## src/rtl/dcs_select_ctrl.sv

```systemverilog
// Sequencer for the one-hot clksel bus of a 4-input dynamic clock selector.
// Switches on request, waits for the DCS to settle, verifies the output toggles, reverts if not.
module dcs_select_ctrl #(
  parameter int SETTLE_CYCLES  = 16,
  parameter int TIMEOUT_CYCLES = 256,
  parameter int MIN_EDGES      = 4,
  parameter int RESET_SEL      = 0
) (
  input  logic       clk,
  input  logic       rst,
  input  logic       req_valid,
  input  logic [1:0] req_sel,
  output logic       req_ready,
  output logic [3:0] clksel,
  input  logic       clkout_mon,
  output logic [1:0] cur_sel,
  output logic       busy,
  output logic       done,
  output logic       err
);

  localparam int SW = $clog2(SETTLE_CYCLES) + 1;
  localparam int TW = $clog2(TIMEOUT_CYCLES) + 1;
  localparam int EW = $clog2(MIN_EDGES) + 1;

  localparam logic [SW-1:0] SETTLE_LAST  = SW'(SETTLE_CYCLES - 1);
  localparam logic [TW-1:0] TIMEOUT_MAX  = TW'(TIMEOUT_CYCLES);
  localparam logic [EW-1:0] EDGE_MAX     = EW'(MIN_EDGES);
  localparam logic [1:0]    RESET_IDX    = 2'(RESET_SEL);
  localparam logic [3:0]    RESET_ONEHOT = 4'b0001 << RESET_SEL;

  typedef enum logic [2:0] {
    S_IDLE,
    S_SWITCH,
    S_VERIFY,
    S_DONE,
    S_REVERT,
    S_ERROR
  } state_t;

  state_t          state_reg;
  logic [3:0]      clksel_reg;
  logic [1:0]      cur_sel_reg;
  logic [1:0]      old_sel_reg;
  logic [1:0]      new_sel_reg;
  logic [SW-1:0]   settle_cnt_reg;
  logic [TW-1:0]   timeout_cnt_reg;
  logic [EW-1:0]   edge_cnt_reg;
  logic [2:0]      mon_sync_reg;
  logic            req_ready_reg;
  logic            busy_reg;
  logic            done_reg;
  logic            err_reg;

  logic [3:0]      req_onehot;
  logic [3:0]      old_onehot;
  logic            mon_rise;
  logic [EW-1:0]   edge_cnt_next;
  logic [TW-1:0]   timeout_cnt_next;

  for (genvar gi = 0; gi < 4; gi++) begin : g_dec
    assign req_onehot[gi] = (req_sel == 2'(gi));
    assign old_onehot[gi] = (old_sel_reg == 2'(gi));
  end

  // Stage [0] and [1] form the synchronizer; [2] holds the previous synchronized level.
  assign mon_rise = mon_sync_reg[1] & ~mon_sync_reg[2];

  always_comb begin
    edge_cnt_next    = edge_cnt_reg;
    timeout_cnt_next = timeout_cnt_reg;
    if (mon_rise && (edge_cnt_reg < EDGE_MAX))
      edge_cnt_next = edge_cnt_reg + 1'b1;
    if (timeout_cnt_reg < TIMEOUT_MAX)
      timeout_cnt_next = timeout_cnt_reg + 1'b1;
  end

  always_ff @(posedge clk) begin
    if (rst) begin
      state_reg       <= S_IDLE;
      clksel_reg      <= RESET_ONEHOT;
      cur_sel_reg     <= RESET_IDX;
      old_sel_reg     <= RESET_IDX;
      new_sel_reg     <= RESET_IDX;
      settle_cnt_reg  <= '0;
      timeout_cnt_reg <= '0;
      edge_cnt_reg    <= '0;
      mon_sync_reg    <= '0;
      req_ready_reg   <= 1'b1;
      busy_reg        <= 1'b0;
      done_reg        <= 1'b0;
      err_reg         <= 1'b0;
    end else begin
      mon_sync_reg <= {mon_sync_reg[1:0], clkout_mon};
      done_reg     <= 1'b0;
      err_reg      <= 1'b0;
      case (state_reg)
        S_IDLE: begin
          if (req_valid) begin
            req_ready_reg <= 1'b0;
            busy_reg      <= 1'b1;
            old_sel_reg   <= cur_sel_reg;
            new_sel_reg   <= req_sel;
            if (req_sel == cur_sel_reg) begin
              state_reg <= S_DONE;
              done_reg  <= 1'b1;
            end else begin
              // Single registered update from one one-hot code to another: never zero or multi-hot.
              clksel_reg     <= req_onehot;
              settle_cnt_reg <= '0;
              state_reg      <= S_SWITCH;
            end
          end
        end
        S_SWITCH: begin
          if (settle_cnt_reg == SETTLE_LAST) begin
            edge_cnt_reg    <= '0;
            timeout_cnt_reg <= '0;
            state_reg       <= S_VERIFY;
          end else begin
            settle_cnt_reg <= settle_cnt_reg + 1'b1;
          end
        end
        S_VERIFY: begin
          edge_cnt_reg    <= edge_cnt_next;
          timeout_cnt_reg <= timeout_cnt_next;
          // Edge count is tested first so a success on the last timeout cycle still wins.
          if (edge_cnt_next >= EDGE_MAX) begin
            cur_sel_reg <= new_sel_reg;
            done_reg    <= 1'b1;
            state_reg   <= S_DONE;
          end else if (timeout_cnt_next >= TIMEOUT_MAX) begin
            clksel_reg     <= old_onehot;
            settle_cnt_reg <= '0;
            state_reg      <= S_REVERT;
          end
        end
        S_DONE: begin
          req_ready_reg <= 1'b1;
          busy_reg      <= 1'b0;
          state_reg     <= S_IDLE;
        end
        S_REVERT: begin
          if (settle_cnt_reg == SETTLE_LAST) begin
            err_reg   <= 1'b1;
            state_reg <= S_ERROR;
          end else begin
            settle_cnt_reg <= settle_cnt_reg + 1'b1;
          end
        end
        S_ERROR: begin
          req_ready_reg <= 1'b1;
          busy_reg      <= 1'b0;
          state_reg     <= S_IDLE;
        end
        default: begin
          clksel_reg    <= RESET_ONEHOT;
          cur_sel_reg   <= RESET_IDX;
          req_ready_reg <= 1'b1;
          busy_reg      <= 1'b0;
          state_reg     <= S_IDLE;
        end
      endcase
    end
  end

  assign req_ready = req_ready_reg;
  assign clksel    = clksel_reg;
  assign cur_sel   = cur_sel_reg;
  assign busy      = busy_reg;
  assign done      = done_reg;
  assign err       = err_reg;

endmodule

```

## config.mk

```make
export PLATFORM = sky130hd
export DESIGN_NAME = dcs_select_ctrl
export DESIGN_NICKNAME = d
export VERILOG_FILES = /design/src/rtl/dcs_select_ctrl.sv
export SDC_FILE = /design/constraint.sdc
export NUM_CORES = 1
export LEC_CHECK = 0
export ABC_AREA = 1
export CORE_MARGIN = 5
export CORE_UTILIZATION = 51
export CTS_BUF_LIST = sky130_fd_sc_hd__clkbuf_8 sky130_fd_sc_hd__clkbuf_16
export DETAILED_ROUTE_END_ITERATION = 7
export PLACE_DENSITY = 0.74
export SLEW_MARGIN = 0
export SYNTH_ARGS = -nofsm -noshare
export SYNTH_HDL_FRONTEND = slang
export SYNTH_SLANG_ARGS = --single-unit
```

## constraint.sdc

```tcl
create_clock -name clk -period 1.45 [get_ports clk]
set_input_delay 0.3625 -clock clk [delete_from_list [all_inputs] [get_ports clk]]
set_output_delay 0.3625 -clock clk [all_outputs]
set_load 0.01 [all_outputs]
```

After elaboration in Yosys (flattened, before gate mapping). Index checks and enable logic that the tools add are counted.

Add/subtract/negate cells: 3. Magnitude comparators: 4. Equality and inequality tests: 22. Muxes and demuxes: 35. Bitwise operators: 6. Reductions and logical operators: 18.

Operator list (number): $mux W5 (5); $mux W3 (7); $mux W9 (2); $pmux W9 S2 (1); $mux W4 (4); $ne A2 B2 Y1 const B (8); $pmux W5 S3 (1); $pmux W3 S4 (1); $pmux W4 S3 (1); $add A9 B1 Y9 const B (1); $ge A9 B9 Y1 const B (1); $lt A9 B9 Y1 const B (1); $eq A2 B2 Y1 const B (4); $reduce_and A2 Y1 (4); $eq A3 B2 Y1 const B (2); $eq A3 B3 Y1 const B (2); $mux W1 (6); $pmux W1 S2 (3); $pmux W3 S2 (1); $reduce_and A6 Y1 (1); $add A5 B1 Y5 const B (1); $eq A5 B4 Y1 const B (1); $not A1 Y1 (5); $reduce_and A5 Y1 (1); other kinds (20) (24).

Register bits after elaboration: 37. Input port bits: 6. Word-level logic and storage cells: 101.

Longest topological paths before layout.
Word-level depth: 7. Mapped depth: 10. Mapped depth without buffers: 10.

Least setup slack after synthesis. Ideal clock, no wire load.

Path type: reg2reg. From: register settle_cnt_reg[0]. To: register settle_cnt_reg[4]. Setup time: 0.115 ns. Data arrival time: 1.325 ns. Required time: 1.335 ns. Setup slack: 0.010 ns. Cell stages (with the launch flop): 11. Path buffers: 0. Path through: dfxtp_1 > ha_1 > nand2_1 > nor2_1 > ha_1 > nand2_2 > nand2_2 > nor2_4 > nand3_1 > nand2_1 > nor2_1.

Cells in the longest elaborated chain, start to end: 3. Elaborated cells on any way between the ends: 6.

RTL lines: start: declaration (line 46) `logic [SW-1:0] settle_cnt_reg;`; start signal: assignment (line 121) `settle_cnt_reg <= settle_cnt_reg + 1'b1;`; start signal: assignment (line 148) `settle_cnt_reg <= settle_cnt_reg + 1'b1;`; $add A5 B1 Y5 or $eq A5 B4 Y1 (tied branches); $mux W5 or $ne A2 B2 Y1 (tied branches); $pmux W5 S3 or $reduce_and A6 Y1 (tied branches).

Several ways; a longest one is shown, not always the timed one. The select of a mux whose other input is x is not followed. A chain may end at the register's enable or synchronous reset.

Worst setup path after layout.
From: register edge_cnt_reg[0]. To: register settle_cnt_reg[1].

Cells in the longest elaborated chain, start to end: 6. Elaborated cells on any way between the ends: 7.

RTL lines: start: declaration (line 48) `logic [EW-1:0] edge_cnt_reg;`; start signal: assignment (line 125) `edge_cnt_reg <= edge_cnt_next;`; $lt A3 B3 Y1 (line 72) `if (mon_rise && (edge_cnt_reg < EDGE_MAX))`; $logic_and A1 B1 Y1 (line 72); $mux W3 (*) (line 72); $ge A3 B3 Y1 (*) (line 128) `if (edge_cnt_next >= EDGE_MAX) begin`; $ne A2 B2 Y1 (no source line) (*); $reduce_and A6 Y1 (no source line) (*).

Mark *: on every way between the ends. The rest lies on a longest branch, timed or not.

==> results.json <==
{
  "synth-compound-area-share": 0.132,
  "route.vias.total": 1973,
  "post-route-period-util": 1.03,
  "remaining_drc_errors": 0,
  "worst_endpoint_data_arrival_time_ns": 1.68,
  "post_route_ant_nets": 0,
  "net-switching-power_uw": 2400,
  "htree_levels": 2,
  "share_seq_of_total_power": 0.266,
  "critical_path.startpoint_type": "flip-flop",
  "drt-pass1-iter-count": 4,
  "numClockSinks": 37,
  "cp_data_required_time_ns": 1.65,
  "cts_tree": "yes",
  "synth_xor_xnor_area_share": 0.00480,
  "power.static_leakage_uw": 0.00121,
  "clock_path_buffers": 2,
  "outcome": "finished, violations left",
  "fp.dieArea_um2": 4870,
  "clock_latency_at_the_later_pin_of_the_worst_skew_pair_ns": 0.30,
  "start_util": 0.538,
  "power.share.clock": 0.146,
  "gp_congestion": 0.898,
  "synth_top_area_cell": "dfxtp_1",
  "post_synth_and_or_nand_nor_area_fraction": 0.353,
  "totalWireLength_um": 5270,
  "yosys-top-cells-area": "dfxtp_1 41%, nand2_1 11%, nand3_1 7.1%",
  "period_needed_ns": 1.49,
  "met1_length_um": 2310,
  "vias_per_cell": 5.33,
  "timing.critical_path.slowest_stage_cell": "dfxtp_2",
  "yosysMostFrequentCell": "nand2_1",
  "gr-usage-all-layers": 0.200,
  "synthMuxAreaShare": 0,
  "grt_max_degree": 18,
  "worst_path_dominant_cell_family": "flip-flops",
  "number_of_global_route_vias_before_repair": 1862,
  "timing.final.ws_setup_ns": -0.0375,
  "fp-row-count": 21,
  "sw_frac_of_total": 0.434,
  "finalPower_uw": 5520,
  "cts_made_buffers": 5,
  "worst_slew_pin_slew_ns": 0.476,
  "report.final.hold_viol_count": 0,
  "cts_hold_repair.buffers": 0,
  "wl_met3_um": 302,
  "critical_path.endpoint_type": "flip-flop",
  "die_h_um": 69.8,
  "synthToLayoutAreaGrowth_pct": 48.6,
  "setup_viol": 6,
  "irDropWorstVdd_mv": 1.33,
  "ys.warnings.count": 0,
  "sequence_of_cells_on_the_critical_path": "ha_2 > inv_2 > o21bai_4 > buf_6 > nand2_4 > nand2_8 > clkinvlp_4 > a21oi_2 > nor2_1",
  "slew_viol_final": 0,
  "fraction_of_final_layout_cells_sized_beyond_drive_strength_1": 0.367,
  "antenna_found_initial": 0,
  "cell_area_after_synthesis_um2": 1820,
  "post_synthesis_adder_cell_area_fraction": 0.0274,
  "postSynthAreaPerCell_um2": 7.04,
  "top_cell_type_s_share_of_synthesized_area": 0.406,
  "antennaDiodeCount": 0,
  "largest_reg_flops": 9,
  "relative_slew_margins": 0.679,
  "drt_iter0_drc": 166,
  "synth_fp_nets": 269,
  "crit_fanout": 5,
  "internal_power_uw": 3120,
  "aggregate_global_routing_overflow": 0,
  "floorplan.die.width_um": 69.8,
  "finalClockSkew_ns": 0.00312,
  "path_clk_slew_ns": 0.07,
  "core_um2": 3390,
  "grt_pass1_wl_um": 7970,
  "min_path_type": "reg -> reg",
  "async_reset_ff_frac": 0,
  "topRoutingLayerUsed": "met4",
  "synth.distinct_cells": 27,
  "top_level_ports": 16,
  "totalNegativeSetupSlack_ns": -0.164,
  "violations_in_the_final_reports": "negative setup slack",
  "number_of_synthesized_flops_with_an_enable_pin": 0,
  "criticalPathCategory": "reg -> reg",
  "ys_seq_elements": 37,
  "synth_top_family_by_area": "simple AND/OR/NAND/NOR gates",
  "dominantRegCellSynth": "dfxtp_1",
  "rsz0062_at_grt": "true",
  "cts_root_buf": "clkbuf_8",
  "placement.io_buffers": 15,
  "avgRoutedWirePerCell_um": 14.3,
  "post_synth_most_frequent_cells": "52 x nand2_1, 37 x dfxtp_1, 33 x nor2_1",
  "yosysSeqAreaShare": 0.406,
  "max-cap-violations": 0,
  "pwr-share-comb": 0.587,
  "crit_path_max_incr_delay_ns": 0.34,
  "routed-wl-met2_um": 2540,
  "finish.utilization": 0.800,
  "finish.net_count": 333,
  "cp_num_buf_inv": 3,
  "synthesized_netlist_cell_count": 259,
  "fmax_ghz": 0.672,
  "power_per_cell_area_nw_per_um2": 2030,
  "detailedPlacementHpwl_um": 3050
}
## through the flow
| step | hold slack, ns | worst slack [ns] | std cells | area, µm² |
|---|---|---|---|---|
| after global placement | 0.400 | -0.272 | 352 | 2290 |
| after global routing | 0.446 | -0.120 | 370 | 2710 |
| after CTS | 0.411 | 0.00313 | 365 | 2550 |
| after floorplan | 0.388 | 0.00985 | 259 | 1820 |
| final | 0.410 | -0.0375 | 370 | 2710 |
| after detailed placement | 0.400 | -0.313 | 352 | 2290 |
## logic make-up (layout without fill, tap and decap cells)
logic type               after synthesis  in the layout
buffers and inverters                 34             98
AND/OR/NAND/NOR                      138            139
XOR/XNOR                               1              1
AO/OA/AOI/OAI                         45             45
adder cells (fa/ha/maj)                4              4
flip-flops                            37             37
## metal layers
metal,up-vias,GRT usage
met1,904,0.236
met4,0,0.113
li1,980,-
met5,-,0
met3,17,0.0464
met2,72,0.332
## power by group through the flow
| stage | Combinational (µW) | Sequential [µW] | Clock, µW |
|---|---|---|---|
| finish | 3240 | 1470 | 808 |
| global placement | 2450 | 1430 | 0 |
| detailed placement | 2510 | 1430 | 0 |
| CTS | 2900 | 1430 | 808 |
| floorplan | 1530 | 1460 | 0 |
| global route | 3550 | 1490 | 860 |
## layout make-up
cell class	count	area [µm²]
Clock inverter	1	5.00
Multi-Input combinational cell	189	1180
Timing Repair Buffer	59	492
Tap cell	46	57.6
Sequential cell	37	756
Clock buffer	7	96.3
Timing Repair inverter	1	7.51
Inverter	30	120
Fill cell	220	678
## what timing repair did
action / CTS / global route
endpoints found under the setup margin: 31 / 24
gates cloned: 2 / 0
setup buffers: 3 / 5
pin swaps: 13 / 24
resized for setup: 43 / 37
## final timing paths
kind	from	depth (start not counted)	slack, ns	to
max	edge_cnt_reg[0]	9	-0.04	settle_cnt_reg[1]
min	mon_sync_reg[0]	2	0.41	mon_sync_reg[1]
max reg2reg	edge_cnt_reg[0]	9	-0.04	settle_cnt_reg[1]
min reg2reg	mon_sync_reg[0]	2	0.41	mon_sync_reg[1]
## cells in the final DEF (no fill, tap or decap), types with 3 or more instances in the layout
cell type and instances:
a21oi_2 7, nand3_2 7, dlygate4sd2_1 10, buf_4 40, o21ai_0 14, inv_1 25, nor2_2 5, nand2_1 44
a211oi_1 4, nor2_4 7, clkbuf_8 7, inv_4 3, ha_4 3, dfxtp_1 29, nor3_1 6, clkdlybuf4s50_1 5
buf_6 3, nor2_1 25, nand2_4 6, dfxtp_2 6, nand3_1 20, nand2_2 10, a21oi_1 16
## worst register-to-register path: cells and delay by family, from the launching register on
family | cells | cell delay (ns)
DFF | 1 | 0.34
AOI/OAI and AO/OA | 2 | 0.33
and+or+nand+nor | 3 | 0.22
adders and majority gates | 1 | 0.16
buffers and inverters | 3 | 0.34
Power figures use the tool's default switching activity.
